### src/rtl/router_pkg.sv
// rtl/router_pkg.sv - shared types and widths for the router packet reader
//
// Purpose: state encoding, header field widths and a helper that turns the
// header length field into the number of reads still owed after the header.
// Ports: none (package).

package router_pkg;

  localparam int DATA_W     = 8;
  localparam int HDR_LEN_W  = 6;
  localparam int HDR_ADDR_W = 2;
  // One extra bit so that len=63 plus the parity byte (64) still fits.
  localparam int REM_W      = HDR_LEN_W + 1;

  typedef enum logic [1:0] {
    IDLE   = 2'd0,
    HDR    = 2'd1,
    STREAM = 2'd2,
    DONE   = 2'd3
  } state_t;

  // Payload bytes plus the trailing parity byte.
  function automatic logic [REM_W-1:0] hdr_reads(input logic [HDR_LEN_W-1:0] len);
    return {1'b0, len} + REM_W'(1);
  endfunction

endpackage

### src/rtl/router_parity_chk.sv
// rtl/router_parity_chk.sv - XOR parity accumulator and final-byte compare
//
// Purpose: XORs every header/payload byte into an accumulator; when the final
// (parity) byte arrives, registers whether it disagrees with the accumulator.
// Ports:
//   clock, reset : rising-edge clock, synchronous active-high reset
//   clr          : start of a new packet, zero accumulator and error
//   en           : din carries a packet byte this cycle
//   din          : packet byte
//   last         : din is the parity byte (compare instead of accumulate)
//   err          : parity mismatch of the most recent packet

module router_parity_chk
  import router_pkg::*;
(
  input  logic              clock,
  input  logic              reset,
  input  logic              clr,
  input  logic              en,
  input  logic [DATA_W-1:0] din,
  input  logic              last,
  output logic              err
);

  logic [DATA_W-1:0] acc;

  always_ff @(posedge clock) begin
    if (reset || clr) begin
      acc <= '0;
      err <= 1'b0;
    end else if (en) begin
      if (last) begin
        err <= (din != acc);
      end else begin
        acc <= acc ^ din;
      end
    end
  end

endmodule

### src/rtl/router_pkt_reader.sv
// rtl/router_pkt_reader.sv - pulls one packet at a time out of a router port
//
// Purpose: reads a header, len payload bytes and a parity byte from a router
// output FIFO, presents each byte with sop/eop marks, checks parity, aborts
// on an idle timeout and keeps saturating packet/error counters.
// Ports:
//   clock, reset        : rising-edge clock, synchronous active-high reset
//   enable              : consumer allows reads
//   valid_out, data_out : FIFO non-empty flag and read data (one cycle latency)
//   read_enb            : FIFO read strobe
//   byte_q, byte_vld    : captured byte and its valid
//   sop, eop            : byte_q is the header / parity byte
//   pkt_len, pkt_addr   : latched header fields
//   pkt_done            : one-cycle completion pulse
//   parity_err, trunc_err : packet status, qualified by pkt_done
//   pkt_cnt, err_cnt    : saturating packet and errored-packet counters

module router_pkt_reader
  import router_pkg::*;
#(
  parameter int TIMEOUT_CYC = 32,
  parameter int CNT_W       = 8
) (
  input  logic                  clock,
  input  logic                  reset,
  input  logic                  enable,
  input  logic                  valid_out,
  input  logic [DATA_W-1:0]     data_out,
  output logic                  read_enb,
  output logic [DATA_W-1:0]     byte_q,
  output logic                  byte_vld,
  output logic                  sop,
  output logic                  eop,
  output logic [HDR_LEN_W-1:0]  pkt_len,
  output logic [HDR_ADDR_W-1:0] pkt_addr,
  output logic                  pkt_done,
  output logic                  parity_err,
  output logic                  trunc_err,
  output logic [CNT_W-1:0]      pkt_cnt,
  output logic [CNT_W-1:0]      err_cnt
);

  localparam int TO_W = $clog2(TIMEOUT_CYC + 1);

  state_t           state, state_nxt;
  logic             rd_pend;     // a read was issued last cycle, data_out holds its byte
  logic [REM_W-1:0] remaining;   // reads owed after the header
  logic [REM_W-1:0] issued;      // post-header reads issued
  logic [REM_W-1:0] rcvd;        // post-header bytes captured
  logic [TO_W-1:0]  to_cnt;
  logic             last_byte;
  logic             to_count;
  logic             timeout;

  always_comb begin
    state_nxt = state;
    read_enb  = 1'b0;
    to_count  = 1'b0;
    timeout   = 1'b0;
    last_byte = rd_pend && (state == STREAM) && (rcvd == remaining - REM_W'(1));
    case (state)
      IDLE: begin
        if (valid_out && enable) begin
          read_enb  = 1'b1;
          state_nxt = HDR;
        end
      end
      HDR: state_nxt = STREAM;
      STREAM: begin
        read_enb = valid_out && enable && (issued < remaining);
        to_count = enable && !valid_out;
        // Never abort with a byte still in flight; it always lands first.
        timeout  = to_count && !rd_pend && (to_cnt == TO_W'(TIMEOUT_CYC - 1));
        if (last_byte || timeout) state_nxt = DONE;
      end
      DONE: state_nxt = IDLE;
      default: state_nxt = IDLE;
    endcase
    if (reset) read_enb = 1'b0;
  end

  assign pkt_done = (state == DONE);

  always_ff @(posedge clock) begin
    if (reset) begin
      state     <= IDLE;
      rd_pend   <= 1'b0;
      remaining <= '0;
      issued    <= '0;
      rcvd      <= '0;
      to_cnt    <= '0;
      byte_q    <= '0;
      byte_vld  <= 1'b0;
      sop       <= 1'b0;
      eop       <= 1'b0;
      pkt_len   <= '0;
      pkt_addr  <= '0;
      trunc_err <= 1'b0;
      pkt_cnt   <= '0;
      err_cnt   <= '0;
    end else begin
      state    <= state_nxt;
      rd_pend  <= read_enb;
      byte_vld <= rd_pend;
      sop      <= rd_pend && (state == HDR);
      eop      <= last_byte;
      if (rd_pend) byte_q <= data_out;

      if (state == HDR) begin
        pkt_len   <= data_out[DATA_W-1 -: HDR_LEN_W];
        pkt_addr  <= data_out[HDR_ADDR_W-1:0];
        remaining <= hdr_reads(data_out[DATA_W-1 -: HDR_LEN_W]);
        issued    <= '0;
        rcvd      <= '0;
      end

      if (state == STREAM) begin
        if (read_enb) issued <= issued + REM_W'(1);
        if (rd_pend)  rcvd   <= rcvd + REM_W'(1);
      end

      // enable=0 leaves to_count low, which freezes the counter.
      if (read_enb || (state != STREAM)) begin
        to_cnt <= '0;
      end else if (to_count) begin
        to_cnt <= to_cnt + TO_W'(1);
      end

      if ((state == IDLE) && read_enb) begin
        trunc_err <= 1'b0;
      end else if (timeout) begin
        trunc_err <= 1'b1;
      end

      if (state == DONE) begin
        if (pkt_cnt != '1) pkt_cnt <= pkt_cnt + CNT_W'(1);
        if ((parity_err || trunc_err) && (err_cnt != '1)) err_cnt <= err_cnt + CNT_W'(1);
      end
    end
  end

  router_parity_chk u_parity (
    .clock (clock),
    .reset (reset),
    .clr   ((state == IDLE) && read_enb),
    .en    (rd_pend && ((state == HDR) || (state == STREAM))),
    .din   (data_out),
    .last  (last_byte),
    .err   (parity_err)
  );

endmodule

### config.mk
export PLATFORM = sky130hd
export DESIGN_NAME = router_pkt_reader
export DESIGN_NICKNAME = d
export VERILOG_FILES = /design/src/rtl/router_pkg.sv /design/src/rtl/router_parity_chk.sv /design/src/rtl/router_pkt_reader.sv
export SDC_FILE = /design/constraint.sdc
export NUM_CORES = 1
export LEC_CHECK = 0
export ABC_CLOCK_PERIOD_IN_PS = 2210
export CAP_MARGIN = 15
export CELL_PAD_IN_SITES_DETAIL_PLACEMENT = 1
export CELL_PAD_IN_SITES_GLOBAL_PLACEMENT = 1
export CORE_ASPECT_RATIO = 1.1
export CORE_MARGIN = 2
export CORE_UTILIZATION = 35
export DETAILED_ROUTE_END_ITERATION = 10
export PLACE_DENSITY_LB_ADDON = 0.08
export SLEW_MARGIN = 20
export SYNTH_ARGS = -nofsm -noshare
export SYNTH_HDL_FRONTEND = slang
export SYNTH_SLANG_ARGS = --single-unit
### constraint.sdc
create_clock -name clock -period 2.21 [get_ports clock]
set_clock_uncertainty 0.05 [all_clocks]
set_input_delay 0.3315 -clock clock [delete_from_list [all_inputs] [get_ports clock]]
set_output_delay 0.3315 -clock clock [all_outputs]
set_load 0.1 [all_outputs]
==> metrics.txt <==
initial antenna violation count=0; DR pass1 iterations=4; syn avg cell area=8.856 um^2; MaxCap Viol Count=0; WL per Instance=15.62 um; share of cells above drive strength 1=27.45%; share of flip-flops with an asynchronous set or reset=0%; R2R Setup Slk=0.15 ns; Antenna diodes=0; WHS Endpoint=pkt_cnt[6]$_SDFFE_PP0P_; crit-path leading delay family=simple AND/OR/NAND/NOR gates; Post-Synth Adder-Cell Area=5.652%; DRC errors left=0; Post-Synth Simple-Gate Area=23.01%; most frequent cells in the layout=66 x buf_4, 60 x nor2_1, 56 x dfxtp_1, 29 x nand2_1, 27 x xnor2_1; ys flop type=dfxtp_1; I/O Buffers=50; fin cells=642; Num Clock Sinks=75; number of synthesized flops with an enable pin=0; final setup TNS=0 ns; GPL Wtd Cong=0.7740; CTS H-tree lvls=3; IO Pins=51; critical path class=register to output port; placed cell area=4462 um^2; Final Hold Vio Count=0; Distinct cells, synth=52; #FFs+latches synth=75; largest family of logic cells by synthesized area=simple AND/OR/NAND/NOR gates; Overflow after GRT=0; Vias=3206; post-synthesis sequential area ratio=39.89%; DR iter-0 viols=78; Synth Area in Compound Gates=12.47%; commonest non-fill, non-tap cell in the layout=buf_4; vias per inst=4.994; Hold WC Path Type=input pin to register; cell area after synthesis=3764 um^2; core box area=10440 um^2; Syn Inst Count=425; CTS root buffer=clkbuf_16; Hold Crit Depth=2; Core Util, Final=47.11%; global-route usage over all layers=18.19%; WL final=10030 um; Fillers=1247; r2r worst-path depth=9; Final Cycle Share=99.34%; status=complete, no violations; Relative slew margins=61.39%; PwrDens=968.7 nW/um^2; CP max stage cell=dfxtp_2; Area Growth Syn to Fin=30.72%; f_max=455.5 MHz; WP buf/inv=2; Synth Area in XOR/XNOR=10.01%; post-DP HPWL=6921 um; Tightest Pin Transition=0.5731 ns; placed cell count=620; critical path's largest stage delay=0.35 ns; Bufs on Longest Clock Path=2; vias in the first global route=3240; number of routed nets with antenna violations=0; final setup violation count=0; Leak Pwr=1.881 nW; Worst Setup End Kind=output port; Arr. time, crit path=1.81 ns; RSZ-0062 raised after global routing=true; CTS buffer count=9; largest net degree at the start of global routing=54; # hold bufs at CTS=0; R2R Path End=u_parity.acc[5]$_SDFFE_PP0P_; startpoint class of the critical path=register; Skew-Pair Late Insertion Delay=0.33 ns; die area=11600 um^2; clock slew seen by the registers of the worst setup and hold paths=0.06 ns; Die Span Y=112.8 um; start point of the worst hold path=reset; worst-path fanout max=4; Mapped Nets=454; die width=102.9 um; VDD IR-drop max=0.4901 mV; reg2reg start=remaining[1]$_SDFFE_PP0P_; CTS tree=built; fin. max-slew vios=0; multiplexer area fraction after synthesis=5.053%; Worst Setup SP=state[1]$_SDFFE_PP0P_; Final Cell Area=4920 um^2; first-pass GRT wire length=16390 um; critical path required time=1.83 ns; fin nets=524; initial core utilization=36.04%; min Tclk post-route=2.195 ns; Cell Rows=39; Warnings, synthesis=0; crit-path cells=inv_2, ha_4, and3b_2, a211oi_2, nand2_2, nor2_4, buf_12
-- cells in the mapped netlist, drive strengths merged, types with 2 or more instances --
cell,count,share of area (%)
nand4b,8,1.9
buf,8,1.3
nor3,3,0.53
a21boi,2,0.40
ha,17,5.7
nand2b,13,2.2
nand3,21,2.8
inv,13,1.3
nand4,10,1.7
xor2,16,3.7
or3,3,0.50
a211oi,7,1.5
o21ai,10,1.3
a21oi,20,3.5
and2,2,0.33
mux2i,19,5.1
xnor2,27,6.3
dfxtp,75,40
and3,7,1.2
nor2,61,6.1
clkbuf,13,1.3
o32ai,3,0.70
nand3b,4,0.80
a31oi,4,1.2
a22oi,3,0.60
a21o,2,0.40
nand2,30,3.0
nor2b,8,1.3
o21bai,2,0.40
-- how the worst max path moves through the flow --
stage,endpoint,slack [ns],depth (start not counted)
final,read_enb,0.01,7
after global routing,read_enb,-0.05,7
after CTS,read_enb,-0.02,7
after detailed placement,u_parity.acc[3]$_SDFFE_PP0P_,-0.004,8
after global placement,state[1]$_SDFFE_PP0P_,0.05,7
after floorplan,err_cnt[6]$_SDFFE_PP0P_,0.02,6
-- power breakdown --
group	internal, mW	switching (mW)	total (mW)
Clock	0.784	0.562	1.35
Sequential	1.48	0.0954	1.58
Combinational	0.666	1.18	1.84
Total	2.93	1.84	4.77
-- through the flow --
step           setup WS [ns]  power [mW]  hold WS, ns
4_1_cts             -0.01569       4.717       0.2825
3_3_place_gp         0.04808       3.227       0.4179
6_report             0.01462       4.766       0.2907
5_1_grt             -0.05018       5.042       0.2892
2_1_floorplan        0.02017       2.803       0.3806
3_5_place_dp       -0.004495       3.248       0.4205
-- sequential cells by signal, indices dropped and copies added, names as in the netlist, 7 cells and up --
register and count:
byte_q 8, err_cnt 8, pkt_cnt 8, u_parity.acc 8, issued 7, rcvd 7, remaining 7
-- logic make-up after synthesis --
logic type / after synthesis
muxes: 19
xor gates and xnor gates: 43
adders and majority gates: 17
buffers and inverters: 34
AOI/OAI and AO/OA: 63
and+or+nand+nor: 174
DFF: 75
-- final cells by class --
type | count | area [um^2] | area share (%)
clock inverters | 2 | 12.51 | 0.2543
clock buffers | 13 | 250.2 | 5.086
well taps | 143 | 178.9 | 3.637
multi-input cells | 316 | 2231 | 45.35
flip-flops and latches | 75 | 1533 | 31.15
inverters | 13 | 53.80 | 1.094
repair buffers | 80 | 660.6 | 13.43
-- routing by layer --
metal,GRT usage [%],wire length (um),up-vias
met5,0,0,-
li1,-,-,1608
met1,24.01,4802,1544
met4,6.491,143,0
met3,3.830,315,12
met2,29.28,4767,42
-- repair_timing --
action | 4_1_cts | 5_1_grt
resized for setup | 23 | 14
setup buffers | 3 | 4
pin swaps | 10 | 6
setup endpoints to repair | 9 | 3
Note: power is estimated with default switching activity, not from simulation.
